File: src/rtl/hpdmc_pkg.sv
// Shared constant functions for the HPDMC single-clock DDR data path.
package hpdmc_pkg;

  function automatic int clog2(input int value);
    int r;
    r = 0;
    while ((1 << r) < value) r++;
    return r;
  endfunction

  // One DQM bit per byte of the two-beat host word.
  function automatic int mask_w(input int dq_width);
    return dq_width / 4;
  endfunction

  // Wide enough to hold BURST_WORDS itself.
  function automatic int spacing_cnt_w(input int burst_words);
    return clog2(burst_words + 1);
  endfunction

endpackage

File: src/rtl/hpdmc_ddrdp_if.sv
// Host-side handshakes and PHY-side (ODDR/IDDR) signals of the DDR data path.
interface hpdmc_ddrdp_if
  import hpdmc_pkg::*;
#(
  parameter int DQ_WIDTH = 32
);
  logic                          op_write;
  logic                          op_read;
  logic                          w_valid;
  logic                          w_ready;
  logic [2*DQ_WIDTH-1:0]         w_dat;
  logic [mask_w(DQ_WIDTH)-1:0]   w_mask;
  logic                          r_valid;
  logic                          r_ready;
  logic [2*DQ_WIDTH-1:0]         r_dat;
  logic [2*DQ_WIDTH-1:0]         phy_dq_o;
  logic [mask_w(DQ_WIDTH)-1:0]   phy_dqm_o;
  logic                          phy_dq_oe;
  logic                          phy_dqs_oe;
  logic [2*DQ_WIDTH-1:0]         phy_dq_i;
  logic                          err_clr;
  logic                          wr_underflow;
  logic                          rd_overflow;
  logic                          cmd_err;

  modport master (
    output op_write, op_read, w_valid, w_dat, w_mask, r_ready, phy_dq_i, err_clr,
    input  w_ready, r_valid, r_dat, phy_dq_o, phy_dqm_o, phy_dq_oe, phy_dqs_oe,
           wr_underflow, rd_overflow, cmd_err
  );

  modport slave (
    input  op_write, op_read, w_valid, w_dat, w_mask, r_ready, phy_dq_i, err_clr,
    output w_ready, r_valid, r_dat, phy_dq_o, phy_dqm_o, phy_dq_oe, phy_dqs_oe,
           wr_underflow, rd_overflow, cmd_err
  );
endinterface

File: src/rtl/hpdmc_sync_fifo.sv
// Single-clock first-word-fall-through FIFO with free-running wrapped pointers.
module hpdmc_sync_fifo
  import hpdmc_pkg::*;
#(
  parameter int WIDTH = 8,
  parameter int DEPTH = 8
) (
  input  logic                      clk,
  input  logic                      rst,
  input  logic                      push,
  input  logic [WIDTH-1:0]          push_dat,
  input  logic                      pop,
  output logic [WIDTH-1:0]          pop_dat,
  output logic [clog2(DEPTH):0]     count
);
  localparam int AW = clog2(DEPTH);

  logic [WIDTH-1:0] mem [DEPTH];
  logic [AW:0]      wp;
  logic [AW:0]      rp;
  logic             full;
  logic             empty;
  logic             do_push;
  logic             do_pop;

  assign count   = wp - rp;
  assign full    = (count == (AW+1)'(DEPTH));
  assign empty   = (wp == rp);
  // A pop at full frees the slot a simultaneous push needs; empty never bypasses.
  assign do_pop  = pop && !empty;
  assign do_push = push && (!full || do_pop);
  assign pop_dat = mem[rp[AW-1:0]];

  // NOTE: storage is deliberately not reset; the pointers alone define validity.
  always_ff @(posedge clk) begin
    if (do_push) mem[wp[AW-1:0]] <= push_dat;
  end

  always_ff @(posedge clk or posedge rst) begin
    if (rst) begin
      wp <= '0;
      rp <= '0;
    end else begin
      if (do_push) wp <= wp + 1'b1;
      if (do_pop)  rp <= rp + 1'b1;
    end
  end
endmodule

File: src/rtl/hpdmc_ddrdp.sv
// HPDMC single-clock DDR data path: write/read burst FIFOs, latency pipes,
// command spacing and sticky error flags in front of vendor ODDR/IDDR cells.
module hpdmc_ddrdp
  import hpdmc_pkg::*;
#(
  parameter int DQ_WIDTH    = 32,
  parameter int BURST_WORDS = 4,
  parameter int FIFO_DEPTH  = 8,
  parameter int WR_LAT      = 1,
  parameter int RD_LAT      = 3
) (
  input logic           clk,
  input logic           rst,
  hpdmc_ddrdp_if.slave  bus
);
  localparam int DW = 2 * DQ_WIDTH;
  localparam int MW = mask_w(DQ_WIDTH);
  localparam int CW = spacing_cnt_w(BURST_WORDS);
  localparam int AW = clog2(FIFO_DEPTH);
  localparam logic [CW-1:0] BURST_CNT = CW'(BURST_WORDS);
  localparam logic [CW-1:0] BURST_M1  = CW'(BURST_WORDS - 1);
  localparam logic [AW:0]   FIFO_FULL = (AW+1)'(FIFO_DEPTH);

  logic [CW-1:0] space_cnt;
  logic          wr_acc;
  logic          rd_acc;
  logic          cmd_bad;
  logic          wr_pre;
  logic          rd_start;
  logic [CW-1:0] wr_left;
  logic [CW-1:0] rd_left;
  logic          wr_active;
  logic          rd_cap;

  // Commands need BURST_WORDS idle cycles since the last accepted one; a
  // simultaneous read and write is a collision and both are dropped.
  assign wr_acc  = bus.op_write && !bus.op_read && (space_cnt == '0) && !rst;
  assign rd_acc  = bus.op_read && !bus.op_write && (space_cnt == '0) && !rst;
  assign cmd_bad = (bus.op_write || bus.op_read) && !(wr_acc || rd_acc);

  // NOTE: all sequential state uses non-blocking assignments so every register
  // samples pre-edge values regardless of block ordering.
  always_ff @(posedge clk or posedge rst) begin
    if (rst)                   space_cnt <= '0;
    else if (wr_acc || rd_acc) space_cnt <= BURST_M1;
    else if (space_cnt != '0)  space_cnt <= space_cnt - 1'b1;
  end

  // Write pipe ends one cycle early so wr_pre can serve as the DQS preamble.
  generate
    if (WR_LAT == 1) begin : g_wr_nodly
      assign wr_pre = wr_acc;
    end else begin : g_wr_dly
      logic [WR_LAT-2:0] wr_sr;
      always_ff @(posedge clk or posedge rst) begin
        if (rst) wr_sr <= '0;
        else     wr_sr <= (wr_sr << 1) | (WR_LAT-1)'(wr_acc);
      end
      assign wr_pre = wr_sr[WR_LAT-2];
    end
  endgenerate

  logic [RD_LAT-1:0] rd_sr;
  always_ff @(posedge clk or posedge rst) begin
    if (rst) rd_sr <= '0;
    else     rd_sr <= (rd_sr << 1) | RD_LAT'(rd_acc);
  end
  assign rd_start = rd_sr[RD_LAT-1];

  // Beat counters: a new start may land on the last beat of the previous burst.
  always_ff @(posedge clk or posedge rst) begin
    if (rst) begin
      wr_left <= '0;
      rd_left <= '0;
    end else begin
      if (wr_pre)              wr_left <= BURST_CNT;
      else if (wr_left != '0)  wr_left <= wr_left - 1'b1;
      if (rd_start)            rd_left <= BURST_M1;
      else if (rd_left != '0)  rd_left <= rd_left - 1'b1;
    end
  end
  assign wr_active = (wr_left != '0);
  assign rd_cap    = rd_start || (rd_left != '0);

  logic [DW+MW-1:0] wf_out;
  logic [AW:0]      wf_count;
  logic             wf_empty;
  logic             wf_pop;
  logic [DW-1:0]    rf_out;
  logic [AW:0]      rf_count;
  logic             rf_empty;
  logic             rf_full;
  logic             rf_pop;

  assign wf_empty    = (wf_count == '0);
  assign wf_pop      = wr_active && !wf_empty;
  assign bus.w_ready = !rst && (wf_count != FIFO_FULL);

  hpdmc_sync_fifo #(.WIDTH(DW + MW), .DEPTH(FIFO_DEPTH)) u_wr_fifo (
    .clk      (clk),
    .rst      (rst),
    .push     (bus.w_valid && bus.w_ready),
    .push_dat ({bus.w_mask, bus.w_dat}),
    .pop      (wf_pop),
    .pop_dat  (wf_out),
    .count    (wf_count)
  );

  // An empty FIFO at a scheduled beat masks every byte but keeps the burst going.
  assign bus.phy_dq_o   = wf_pop ? wf_out[DW-1:0]     : '0;
  assign bus.phy_dqm_o  = wf_pop ? wf_out[DW+MW-1:DW] : '1;
  assign bus.phy_dq_oe  = wr_active;
  assign bus.phy_dqs_oe = wr_active || wr_pre;

  assign rf_empty    = (rf_count == '0);
  assign rf_full     = (rf_count == FIFO_FULL);
  assign rf_pop      = bus.r_ready && !rf_empty;
  assign bus.r_valid = !rf_empty;
  assign bus.r_dat   = rf_out;

  hpdmc_sync_fifo #(.WIDTH(DW), .DEPTH(FIFO_DEPTH)) u_rd_fifo (
    .clk      (clk),
    .rst      (rst),
    .push     (rd_cap),
    .push_dat (bus.phy_dq_i),
    .pop      (rf_pop),
    .pop_dat  (rf_out),
    .count    (rf_count)
  );

  // Sticky flags: a new error in the clearing cycle wins over err_clr.
  always_ff @(posedge clk or posedge rst) begin
    if (rst) begin
      bus.wr_underflow <= 1'b0;
      bus.rd_overflow  <= 1'b0;
      bus.cmd_err      <= 1'b0;
    end else begin
      bus.wr_underflow <= (wr_active && wf_empty)          || (bus.wr_underflow && !bus.err_clr);
      bus.rd_overflow  <= (rd_cap && rf_full && !rf_pop)   || (bus.rd_overflow  && !bus.err_clr);
      bus.cmd_err      <= cmd_bad                          || (bus.cmd_err      && !bus.err_clr);
    end
  end
endmodule

File: src/flat_wrapper.sv
// flat-port wrapper written by rule: the top's interface ports become plain ports
module hpdmc_ddrdp_flat import hpdmc_pkg::*;
#(
  parameter int DQ_WIDTH    = 32,
  parameter int BURST_WORDS = 4,
  parameter int FIFO_DEPTH  = 8,
  parameter int WR_LAT      = 1,
  parameter int RD_LAT      = 3
)
  (clk, rst, bus_op_write, bus_op_read, bus_w_valid, bus_w_dat, bus_w_mask, bus_r_ready, bus_phy_dq_i, bus_err_clr, bus_w_ready, bus_r_valid, bus_r_dat, bus_phy_dq_o, bus_phy_dqm_o, bus_phy_dq_oe, bus_phy_dqs_oe, bus_wr_underflow, bus_rd_overflow, bus_cmd_err);
  hpdmc_ddrdp_if #(.DQ_WIDTH(DQ_WIDTH)) bus_i ();
  input logic clk;
  input logic rst;
  input wire logic [$bits(bus_i.op_write)-1:0] bus_op_write;
  input wire logic [$bits(bus_i.op_read)-1:0] bus_op_read;
  input wire logic [$bits(bus_i.w_valid)-1:0] bus_w_valid;
  input wire logic [$bits(bus_i.w_dat)-1:0] bus_w_dat;
  input wire logic [$bits(bus_i.w_mask)-1:0] bus_w_mask;
  input wire logic [$bits(bus_i.r_ready)-1:0] bus_r_ready;
  input wire logic [$bits(bus_i.phy_dq_i)-1:0] bus_phy_dq_i;
  input wire logic [$bits(bus_i.err_clr)-1:0] bus_err_clr;
  output wire logic [$bits(bus_i.w_ready)-1:0] bus_w_ready;
  output wire logic [$bits(bus_i.r_valid)-1:0] bus_r_valid;
  output wire logic [$bits(bus_i.r_dat)-1:0] bus_r_dat;
  output wire logic [$bits(bus_i.phy_dq_o)-1:0] bus_phy_dq_o;
  output wire logic [$bits(bus_i.phy_dqm_o)-1:0] bus_phy_dqm_o;
  output wire logic [$bits(bus_i.phy_dq_oe)-1:0] bus_phy_dq_oe;
  output wire logic [$bits(bus_i.phy_dqs_oe)-1:0] bus_phy_dqs_oe;
  output wire logic [$bits(bus_i.wr_underflow)-1:0] bus_wr_underflow;
  output wire logic [$bits(bus_i.rd_overflow)-1:0] bus_rd_overflow;
  output wire logic [$bits(bus_i.cmd_err)-1:0] bus_cmd_err;
  assign bus_i.op_write = bus_op_write;
  assign bus_i.op_read = bus_op_read;
  assign bus_i.w_valid = bus_w_valid;
  assign bus_i.w_dat = bus_w_dat;
  assign bus_i.w_mask = bus_w_mask;
  assign bus_i.r_ready = bus_r_ready;
  assign bus_i.phy_dq_i = bus_phy_dq_i;
  assign bus_i.err_clr = bus_err_clr;
  assign bus_w_ready = bus_i.w_ready;
  assign bus_r_valid = bus_i.r_valid;
  assign bus_r_dat = bus_i.r_dat;
  assign bus_phy_dq_o = bus_i.phy_dq_o;
  assign bus_phy_dqm_o = bus_i.phy_dqm_o;
  assign bus_phy_dq_oe = bus_i.phy_dq_oe;
  assign bus_phy_dqs_oe = bus_i.phy_dqs_oe;
  assign bus_wr_underflow = bus_i.wr_underflow;
  assign bus_rd_overflow = bus_i.rd_overflow;
  assign bus_cmd_err = bus_i.cmd_err;
  hpdmc_ddrdp #(.DQ_WIDTH(DQ_WIDTH), .BURST_WORDS(BURST_WORDS), .FIFO_DEPTH(FIFO_DEPTH), .WR_LAT(WR_LAT), .RD_LAT(RD_LAT)) u_core (.clk(clk), .rst(rst), .bus(bus_i));
endmodule
File: config.mk
export PLATFORM = sky130hd
export DESIGN_NAME = hpdmc_ddrdp_flat
export DESIGN_NICKNAME = d
export VERILOG_FILES = /design/src/rtl/hpdmc_pkg.sv /design/src/rtl/hpdmc_ddrdp_if.sv /design/src/rtl/hpdmc_sync_fifo.sv /design/src/rtl/hpdmc_ddrdp.sv /design/src/flat_wrapper.sv
export SDC_FILE = /design/constraint.sdc
export NUM_CORES = 1
export LEC_CHECK = 0
export CORE_MARGIN = 2
export CORE_UTILIZATION = 33
export CTS_CLUSTER_SIZE = 28
export DETAILED_ROUTE_END_ITERATION = 12
export DONT_BUFFER_PORTS = 1
export HOLD_SLACK_MARGIN = 0.12
export PLACE_DENSITY = 0.49
export SETUP_SLACK_MARGIN = 0.4
export SLEW_MARGIN = 20
export SYNTH_ARGS = -nofsm -noshare
export SYNTH_HDL_FRONTEND = slang
export SYNTH_SLANG_ARGS = --single-unit
File: constraint.sdc
create_clock -name clk -period 11.8 [get_ports clk]
set_input_delay 2.36 -clock clk [delete_from_list [all_inputs] [get_ports clk]]
set_output_delay 2.36 -clock clk [all_outputs]
set_load 0.005 [all_outputs]
==> results.md <==
* I/O pins at 286
* Number of routed nets with antenna violations at 0
* Peak Freq at 0.136 GHz
* Core Footprint at 129000 um2
* Distinct cell type count of the synthesized netlist at 51
* # H-tree levels at 3
* Critical Path Fanout Max at 46
* Hold_buf cts at 0
* Final-report hold violation count at 0
* Critical path class: flop to output port
* Sequential fraction of the synthesis area at 0.780
* DP Wirelength at 52700 um
* Flop-to-flop setup slack at 6860 ps
* Final core area utilization at 0.378
* Path category of the worst min-delay check: flop to flop
* Maximum resistive drop on vdd at 0.153 mV
* Number of buffers created by CTS at 117
* Initial cell density of the core at 0.332
* Hold Crit Start: u_core.rd_sr[0]
* Number of antenna violations at the first check in global routing at 4
* Horizontal extent of the die at 364 um
* Number of buffers added on ports at 0
* Number of enable flip-flop cells after synthesis at 1088
* Total of max-cap violations at 0
* Via count at 19500
* Via count of the first global-routing pass at 20900
* Result of the run: finished clean
* Area enclosed by the die boundary at 133000 um2
* Layout-stage area growth over the synthesis result at 13.9%
* Power per standard cell area at 265 nW/um2
* Antenna diode instance count at 0
* Clock sinks at 1119
* Cell count of the worst hold path at 0
* Highest cell delay on the worst timing path at 870 ps
* Clk buf depth at 3
* Sum of internal, switching and leakage power at 12.9 mW
* Overall track demand over capacity in global routing at 0.150
* Post-CTS clock slew at the launch and capture registers of the worst setup and hold paths at 60 ps
* Least-Margin Pin Slew at 1100 ps
* Yosys warnings at 0
* Cell Area, Synth at 42900 um2
* Critical-path cell list: buf_4, buf_4, buf_4, mux4_2, nand2_1, a21oi_1
* Layout cell share with drive strength beyond 1 at 0.238
* Leakage power total at 15.6 nW
* CP Launch Type: flop
* Number of synthesized register bits at 1119
* Detailed-router iteration count before antenna repair at 5
* Die Y-Extent at 364 um
* Post-CTS repair timing setup buffer count at 0
* Synth async-reset ratio at 0.0277
* Syn avg cell area at 20.9 um2
* Row count at 132
* Setup repair after global routing missed its margin: false
* Worst min-delay path endpoint: u_core.rd_sr[1]
* NumNets Final at 2265
* Category of the worst setup path capture point: output port
* Final Slew Violations at 0
* Number of gates resized after cts at 0
* Crit path arrival time at 5010 ps
* Max transition margin at 0.267
* Clock root buffer master: sky130_fd_sc_hd__clkbuf_16
* Clock tree from TritonCTS: yes
* Critical Path RT at 9440 ps
* Via density at 4.94
* Setup total negative slack at 0 ps
* Routed length per placed instance at 25.3 um
* Clock tree skew after final layout at 45.5 ps
* Cell with the most instances on the worst path: sky130_fd_sc_hd__buf_4
* Post-route fraction of the period consumed by the critical path at 0.625
* Routability cong. at 0.702
* Post-layout min period at 7370 ps
* Post-Route WL at 99900 um
* Final global-route overflow total at 0
* Worst reg2reg endpoint: u_core.u_wr_fifo.mem[7][20]
* Synthesized instance count at 2051
* Syn nets at 2210
* Leading register cell type out of synthesis: sky130_fd_sc_hd__edfxtp_1
* Global-route wire length before repair at 144000 um
* Largest net degree at the start of global routing at 93
* 1st-iter DRT viols at 1594
* Slowest cell on the critical path: sky130_fd_sc_hd__buf_4
* Worst Reg-to-Reg Cells at 8
* Clock latency at the later pin of the worst-skew pair at 750 ps
* Endpoints failing setup at 0
* Launch point of the worst reg-to-reg path: u_core.u_wr_fifo.rp[2]
* DRC violation count after routing at 0
final cells by class:
cell class | instances | area (um2)
timing repair buffer | 37 | 310
clock buffer | 136 | 3040
fill | 11800 | 80300
tap | 1742 | 2180
multi-input combinational | 811 | 8920
clock inverter | 81 | 827
inverter | 20 | 76.3
sequential | 1119 | 33500
synthesized netlist by cell type, types with 4 or more instances:
library cell / count / share of area
sky130_fd_sc_hd__nand2_1: 346 / 0.030
sky130_fd_sc_hd__buf_1: 6 / 0.00053
sky130_fd_sc_hd__nor3_1: 5 / 0.00058
sky130_fd_sc_hd__mux4_2: 272 / 0.14
sky130_fd_sc_hd__nand3_1: 15 / 0.0018
sky130_fd_sc_hd__buf_2: 30 / 0.0035
sky130_fd_sc_hd__edfxtp_1: 1088 / 0.76
sky130_fd_sc_hd__nor3b_1: 4 / 0.00070
sky130_fd_sc_hd__buf_6: 6 / 0.0016
sky130_fd_sc_hd__xor2_1: 10 / 0.0020
sky130_fd_sc_hd__xnor2_1: 8 / 0.0016
sky130_fd_sc_hd__clkbuf_1: 37 / 0.0032
sky130_fd_sc_hd__inv_1: 20 / 0.0018
sky130_fd_sc_hd__a21oi_1: 73 / 0.0085
sky130_fd_sc_hd__buf_4: 22 / 0.0039
sky130_fd_sc_hd__nor2b_1: 4 / 0.00058
sky130_fd_sc_hd__nor2_1: 10 / 0.00088
sky130_fd_sc_hd__dfrtp_1: 31 / 0.018
sky130_fd_sc_hd__ha_1: 16 / 0.0047
stage by stage:
stage / area (um2) / hold slack (ps) / std cells / worst slack, ps
detailed placement: 45000 / 339 / 3729 / 4990
global placement: 44900 / 334 / 3728 / 5040
finish: 48800 / 349 / 3946 / 4430
global route: 48800 / 354 / 3946 / 3840
floorplan: 42900 / 331 / 2051 / 776
CTS: 48800 / 352 / 3946 / 4150
report_power, final:
| group | switching [mW] | leakage [nW] | internal, mW |
|---|---|---|---|
| Clock | 1.54 | 1.88 | 2.15 |
| Sequential | 0.362 | 10.3 | 5.17 |
| Combinational | 2.26 | 3.51 | 1.44 |
layer usage:
metal / vias up / global-route usage / share of wire
met5: - / 0 / 0
met4: 0 / 0.0424 / 0.019
met3: 115 / 0.0561 / 0.088
met2: 509 / 0.254 / 0.50
met1: 10500 / 0.179 / 0.40
li1: 8372 / - / -
state kept, by name, indices dropped and copies added, names as in the netlist, 3 cells and up:
name / cells
u_core.rd_left: 3
u_core.rd_sr: 3
u_core.space_cnt: 3
u_core.u_rd_fifo.mem: 512
u_core.u_rd_fifo.rp: 4
u_core.u_rd_fifo.wp: 4
u_core.u_wr_fifo.mem: 576
u_core.u_wr_fifo.rp: 4
u_core.u_wr_fifo.wp: 4
u_core.wr_left: 3
kinds of logic after synthesis:
kind of cell | after synthesis | synth area share
DFF | 1119 | 0.780
AOI/OAI and AO/OA | 86 | 0.0116
and+or+nand+nor | 411 | 0.0403
xor gates and xnor gates | 19 | 0.00406
buffers and inverters | 121 | 0.0144
muxes | 279 | 0.145
adders and majority gates | 16 | 0.00467
cell usage in the layout (no fill, tap or decap), types with 3 or more instances in the layout:
cell / count
sky130_fd_sc_hd__a21oi_1: 72
sky130_fd_sc_hd__nor3b_1: 3
sky130_fd_sc_hd__bufinv_16: 14
sky130_fd_sc_hd__clkinv_2: 27
sky130_fd_sc_hd__clkbuf_16: 119
sky130_fd_sc_hd__mux2_4: 3
sky130_fd_sc_hd__and4b_4: 3
sky130_fd_sc_hd__clkbuf_1: 17
sky130_fd_sc_hd__inv_1: 18
sky130_fd_sc_hd__nand2_1: 346
sky130_fd_sc_hd__dfrtp_1: 25
sky130_fd_sc_hd__ha_1: 16
sky130_fd_sc_hd__edfxtp_1: 1088
sky130_fd_sc_hd__nand3b_1: 3
sky130_fd_sc_hd__xnor2_1: 8
sky130_fd_sc_hd__nand2b_1: 3
sky130_fd_sc_hd__buf_4: 35
sky130_fd_sc_hd__nor2_1: 10
sky130_fd_sc_hd__and4bb_4: 3
sky130_fd_sc_hd__nor3_1: 3
sky130_fd_sc_hd__nand3_1: 15
sky130_fd_sc_hd__mux4_2: 272
sky130_fd_sc_hd__xor2_1: 10
sky130_fd_sc_hd__dfrtp_4: 5
sky130_fd_sc_hd__clkinvlp_4: 7
sky130_fd_sc_hd__clkinv_1: 27
sky130_fd_sc_hd__nor2b_1: 4
worst max-delay path, delay by kind of cell (launching register included):
kind	cells	cell delay, ps
muxes	1	370
and+or+nand+nor	1	50
DFF	1	820
buffers and inverters	3	2370
AOI/OAI and AO/OA	1	540
worst max path at each step:
stage	depth (start not counted)	startpoint	slack, ps	to
after floorplan	4	rst	780	u_core.u_wr_fifo.mem[4][0]
after global placement	6	u_core.u_wr_fifo.rp[0]	5040	bus_phy_dq_o[38]
after detailed placement	6	u_core.u_wr_fifo.rp[0]	4990	bus_phy_dq_o[38]
after CTS	6	u_core.u_wr_fifo.rp[0]	4150	bus_phy_dq_o[38]
after global routing	6	u_core.u_wr_fifo.rp[0]	3840	bus_phy_dq_o[12]
final	6	u_core.u_wr_fifo.rp[0]	4430	bus_phy_dq_o[12]
Note: power is estimated with default switching activity, not from simulation.
